$ cat config.mk
export PLATFORM = sky130hd
export DESIGN_NAME = imem_arbiter_flat
export DESIGN_NICKNAME = d
export VERILOG_FILES = /design/src/rtl/imem_arbiter_if.sv /design/src/rtl/imem_arbiter.sv /design/src/flat_wrapper.sv
export SDC_FILE = /design/constraint.sdc
export NUM_CORES = 1
export LEC_CHECK = 0
export ABC_AREA = 1
export ABC_CLOCK_PERIOD_IN_PS = 3400
export BUFFER_PORTS_ARGS = -buffer_cell sky130_fd_sc_hd__buf_2
export CAP_MARGIN = 20
export CORE_MARGIN = 2
export CORE_UTILIZATION = 49
export CTS_CLUSTER_SIZE = 20
export DETAILED_ROUTE_END_ITERATION = 7
export PLACE_DENSITY = 0.88
export SYNTH_ARGS = -nofsm -noshare
export SYNTH_HDL_FRONTEND = slang
export SYNTH_SLANG_ARGS = --single-unit
$ cat constraint.sdc
create_clock -name clk_i -period 3.4 [get_ports clk_i]
set_input_delay 0.17 -clock clk_i [delete_from_list [all_inputs] [get_ports clk_i]]
set_output_delay 0.17 -clock clk_i [all_outputs]
set_load 0.03 [all_outputs]
$ cat src/rtl/imem_arbiter_if.sv
// Instruction-memory port bundle: IF and LS request/response plus memory side.
interface imem_arbiter_if #(
  parameter int IMEM_W = 13
);
  logic              if_req_i;
  logic [IMEM_W-1:0] if_addr_i;
  logic              if_gnt_o;
  logic              if_rvalid_o;
  logic [31:0]       if_rdata_o;
  logic              flush_i;
  logic              ls_req_i;
  logic [IMEM_W-1:0] ls_addr_i;
  logic              ls_gnt_o;
  logic              ls_rvalid_o;
  logic [31:0]       ls_rdata_o;
  logic              ls_err_o;
  logic [IMEM_W-1:0] paddr_o;
  logic [31:0]       prdata_i;

  modport slave (
    input  if_req_i, if_addr_i, flush_i,
    input  ls_req_i, ls_addr_i, prdata_i,
    output if_gnt_o, if_rvalid_o, if_rdata_o,
    output ls_gnt_o, ls_rvalid_o, ls_rdata_o,
    output ls_err_o, paddr_o
  );

  modport master (
    output if_req_i, if_addr_i, flush_i,
    output ls_req_i, ls_addr_i, prdata_i,
    input  if_gnt_o, if_rvalid_o, if_rdata_o,
    input  ls_gnt_o, ls_rvalid_o, ls_rdata_o,
    input  ls_err_o, paddr_o
  );
endinterface

$ cat src/rtl/imem_arbiter.sv
// Shares the imem read port between fetch and LS; fetch wins,
// a starvation counter forces an LS grant after STARVE_MAX denials.
module imem_arbiter #(
  parameter int IMEM_W     = 13,
  parameter int STARVE_MAX = 4
) (
  input logic           clk_i,
  input logic           rst_i,
  imem_arbiter_if.slave bus
);

  localparam logic [3:0] CNT_MAX = 4'(STARVE_MAX);

  logic        force_ls;
  logic        if_gnt;
  logic        ls_gnt;
  logic        if_take;
  logic [3:0]  starve_cnt;
  logic        if_rvalid;
  logic [31:0] if_rdata;
  logic        ls_rvalid;
  logic [31:0] ls_rdata;
  logic        ls_err;

  always_comb begin
    force_ls = (starve_cnt == CNT_MAX);
    ls_gnt   = bus.ls_req_i & (~bus.if_req_i | force_ls);
    if_gnt   = bus.if_req_i & ~ls_gnt;
    if_take  = if_gnt & ~bus.flush_i;
  end

  assign bus.if_gnt_o    = if_gnt;
  assign bus.ls_gnt_o    = ls_gnt;
  assign bus.paddr_o     = ls_gnt ? bus.ls_addr_i
                                  : bus.if_addr_i;
  assign bus.if_rvalid_o = if_rvalid;
  assign bus.if_rdata_o  = if_rdata;
  assign bus.ls_rvalid_o = ls_rvalid;
  assign bus.ls_rdata_o  = ls_rdata;
  assign bus.ls_err_o    = ls_err;

  always_ff @(posedge clk_i or posedge rst_i) begin
    if (rst_i) begin
      starve_cnt <= '0;
    end else if (ls_gnt || !bus.ls_req_i) begin
      starve_cnt <= '0;
    end else if (starve_cnt != CNT_MAX) begin
      starve_cnt <= starve_cnt + 4'd1;
    end
  end

  always_ff @(posedge clk_i or posedge rst_i) begin
    if (rst_i) begin
      if_rvalid <= 1'b0;
      if_rdata  <= '0;
      ls_rvalid <= 1'b0;
      ls_rdata  <= '0;
      ls_err    <= 1'b0;
    end else begin
      if_rvalid <= if_take;
      ls_rvalid <= ls_gnt;
      ls_err    <= ls_gnt & (|bus.ls_addr_i[1:0]);
      if (if_take) if_rdata <= bus.prdata_i;
      // misaligned LS still gets the word the memory returns
      if (ls_gnt)  ls_rdata <= bus.prdata_i;
    end
  end

endmodule

$ cat src/flat_wrapper.sv
// flat-port wrapper written by rule: the top's interface ports become plain ports
module imem_arbiter_flat 
#(
  parameter int IMEM_W     = 13,
  parameter int STARVE_MAX = 4
)
  (clk_i, rst_i, bus_if_req_i, bus_if_addr_i, bus_flush_i, bus_ls_req_i, bus_ls_addr_i, bus_prdata_i, bus_if_gnt_o, bus_if_rvalid_o, bus_if_rdata_o, bus_ls_gnt_o, bus_ls_rvalid_o, bus_ls_rdata_o, bus_ls_err_o, bus_paddr_o);
  imem_arbiter_if #(.IMEM_W(IMEM_W)) bus_i ();
  input logic clk_i;
  input logic rst_i;
  input wire logic [$bits(bus_i.if_req_i)-1:0] bus_if_req_i;
  input wire logic [$bits(bus_i.if_addr_i)-1:0] bus_if_addr_i;
  input wire logic [$bits(bus_i.flush_i)-1:0] bus_flush_i;
  input wire logic [$bits(bus_i.ls_req_i)-1:0] bus_ls_req_i;
  input wire logic [$bits(bus_i.ls_addr_i)-1:0] bus_ls_addr_i;
  input wire logic [$bits(bus_i.prdata_i)-1:0] bus_prdata_i;
  output wire logic [$bits(bus_i.if_gnt_o)-1:0] bus_if_gnt_o;
  output wire logic [$bits(bus_i.if_rvalid_o)-1:0] bus_if_rvalid_o;
  output wire logic [$bits(bus_i.if_rdata_o)-1:0] bus_if_rdata_o;
  output wire logic [$bits(bus_i.ls_gnt_o)-1:0] bus_ls_gnt_o;
  output wire logic [$bits(bus_i.ls_rvalid_o)-1:0] bus_ls_rvalid_o;
  output wire logic [$bits(bus_i.ls_rdata_o)-1:0] bus_ls_rdata_o;
  output wire logic [$bits(bus_i.ls_err_o)-1:0] bus_ls_err_o;
  output wire logic [$bits(bus_i.paddr_o)-1:0] bus_paddr_o;
  assign bus_i.if_req_i = bus_if_req_i;
  assign bus_i.if_addr_i = bus_if_addr_i;
  assign bus_i.flush_i = bus_flush_i;
  assign bus_i.ls_req_i = bus_ls_req_i;
  assign bus_i.ls_addr_i = bus_ls_addr_i;
  assign bus_i.prdata_i = bus_prdata_i;
  assign bus_if_gnt_o = bus_i.if_gnt_o;
  assign bus_if_rvalid_o = bus_i.if_rvalid_o;
  assign bus_if_rdata_o = bus_i.if_rdata_o;
  assign bus_ls_gnt_o = bus_i.ls_gnt_o;
  assign bus_ls_rvalid_o = bus_i.ls_rvalid_o;
  assign bus_ls_rdata_o = bus_i.ls_rdata_o;
  assign bus_ls_err_o = bus_i.ls_err_o;
  assign bus_paddr_o = bus_i.paddr_o;
  imem_arbiter #(.IMEM_W(IMEM_W), .STARVE_MAX(STARVE_MAX)) u_core (.clk_i(clk_i), .rst_i(rst_i), .bus(bus_i));
endmodule
==> flow_metrics.tcl <==
set metrics [dict create \
    crit_path_max_fanout 33 \
    whs_ns 0.0384 \
    worstSetupPathType "flip-flop to primary output" \
    worstPathRequired_ns 3.23 \
    synthCells 345 \
    hold_viol_final 0 \
    clk_latency_ns 0.34 \
    arrival_ns 2.24 \
    drive_gt1_frac 0.346 \
    yosys-top-cells-count "196 x nand2_1, 71 x dfrtp_1, 34 x nand3_1, 9 x buf_2, 9 x inv_1" \
    fmax_ghz 0.415 \
    grt_max_degree 42 \
    clock-sinks 71 \
    drc_errors 0 \
    num_rows 28 \
    r2r_cells 7 \
    slew_viol_final 0 \
    tns_ns 0 \
    synth_flop_cell "dfrtp_1" \
    die_width_um 81.7 \
    end_kind "primary output" \
    path_cells "inv_1, ha_1, nand2_1, nor2_2, o21ai_4, nand2_1, o21ai_0, buf_2" \
    maxCapViolations 0 \
    numCtsBuffers 9 \
    setup_ws_ns 0.991 \
    clk_path_buf_depth 2 \
    drt_pass1_iterations 4 \
    place_congestion 0.762 \
    timing.rr.end "u_core.bus.ls_rdata_o[7]" \
    postPlaceCellArea_sq_um 3710 \
    design_area_sq_um 3940 \
    synth_edf_count 0 \
    antennaDiodeCount 0 \
    hold_path.class "input pin to flip-flop" \
    pin_count 145 \
    viasPerCell 4.91 \
    hold_depth 3 \
    core_area_sq_um 5890 \
    fin_util 0.670 \
    worstReg2RegStart "u_core.starve_cnt[0]" \
    drtIter0Drc 135 \
    io_buffers 144 \
    final_antenna_net_count 0 \
    cts_htree_levels 3 \
    cp_top_family "compound AO/OA/AOI/OAI gates" \
    wl_per_cell_um 14.1 \
    start_util 0.503 \
    power_mw 2.30 \
    startpoint_type "flip-flop" \
    die_h_um 81.7 \
    rsz0062_at_grt "false" \
    postSynth.asyncResetShare 1.00 \
    yosys_warnings 0 \
    clk_pin_slew_ns 0.08 \
    fin_nets 553 \
    synthesis.area_sq_um 2960 \
    critPathBufInv 2 \
    slew_headroom 0.470 \
    area_delta_synth_final_pct 33.3 \
    grt_pass1_vias 2552 \
    synthDominantCellAreaShare 0.601 \
    grt-ovfl-total 0 \
    fin_skew_ns 0.0105 \
    die_area_sq_um 6670 \
    final_cells 567 \
    seq_area_frac_synth 0.601 \
    synth_seq_cells 71 \
    cts_tree "built" \
    worstMarginPinSlew_ns 0.792 \
    synth.avg_cell_area_sq_um 8.57 \
    dp_cells 551 \
    fill_cells 490 \
    grt_pass1_wl_um 11900 \
    p_per_area_nw_per_um2 583 \
    fin_crit_ns 2.41 \
    num_vias 2782 \
    grt.total_usage 0.241 \
    r2r_slack_ns 1.32 \
    netlist_top_cells_area "dfrtp_1 60%, nand2_1 25%, nand3_1 5.8%, buf_2 1.5%, inv_1 1.1%" \
    antenna_found_initial 0 \
    peakVddDrop_mv 0.370 \
    status "completed" \
    yosysUniqueCellTypes 20 \
    hp-start "bus_prdata_i[16]" \
    synth_area_leader_cell "dfrtp_1" \
    hpwl_um 5540 \
    critPathMostFrequentCell "nand2_1" \
    crit_path_max_incr_delay_ns 0.62 \
    cts_setup_buffers 0 \
    timing.final.crit_share 0.709 \
    drt-total-wl_um 7990 \
    worstSetupStartpoint "u_core.starve_cnt[0]" \
    leakagePower_nw 2.37 \
    setup_violations 0 \
    yosysMostFrequentCell "nand2_1" \
    root_buffer "clkbuf_8" \
    holdPathEnd "u_core.bus.ls_rdata_o[16]" \
    crit_path_top_delay_cell "o21ai_4" \
    synth_fp_nets 410 \
    place_ws_ns 1.30 \
]
-- cells in the final DEF, fill, tap and decap left out, types with 2 or more instances in the layout --
master     netlist  layout
nand3_1         34      34
buf_2            9     144
nor2_1           4       4
ha_1             2       2
clkinv_4         0       2
clkbuf_8         0      10
buf_4            4       5
nand2_1        196     196
inv_1            9       8
o21ai_0          2       2
dfrtp_1         71      71
bufinv_16        0       2
-- tightest hold or removal path, cell delays in order --
cell     delay (ns)
buf_2          0.09
nand2_1        0.05
nand2_1        0.05
-- worst max-delay path by stage --
stage,depth (start not counted),end
after global routing,7,bus_paddr_o[10]
final,8,bus_paddr_o[1]
after detailed placement,7,u_core.bus.ls_rdata_o[7]
after global placement,7,bus_paddr_o[10]
after CTS,7,bus_paddr_o[10]
after floorplan,1,u_core.bus.if_rdata_o[0]
-- cell families after synthesis --
logic type | share of synthesized area
compound gates | 0.0186
xor+xnor | 0.00592
fa+ha+maj | 0.00846
buf+inv | 0.0482
flops | 0.601
simple gates | 0.318
-- per-layer routing --
layer / up-vias / track usage / part of all wire
li1: 1350 / - / -
met1: 1285 / 0.294 / 0.40
met2: 132 / 0.412 / 0.50
met3: 15 / 0.0538 / 0.085
met4: 0 / 0.103 / 0.017
met5: - / 0 / 0
-- sequential cells by signal, summed over array words and instances (netlist names) --
name	count
u_core.bus.ls_rvalid_o	1
u_core.bus.if_rvalid_o	1
u_core.bus.ls_err_o	1
u_core.bus.ls_rdata_o	32
u_core.bus.if_rdata_o	32
u_core.starve_cnt	4
-- cell type report --
cell class	count	area (sq um)	share of cell area
sequential	71	1780	0.451
multi-input combinational	247	1050	0.266
timing repair buffer	150	768	0.195
clock buffer	10	138	0.0349
tap	75	93.8	0.0238
clock inverter	5	82.6	0.0209
inverter	9	33.8	0.00857
-- report_power, final --
group	total, mW	internal [mW]	switching (mW)
Combinational	0.565	0.159	0.407
Clock	0.737	0.430	0.306
Sequential	0.996	0.942	0.0539
-- what timing repair did --
item                      in CTS  in global routing
hold buffers                   1                  0
hold endpoints to repair      30                  0
resized for setup              0                  0
Note: power is estimated with default switching activity, not from simulation.
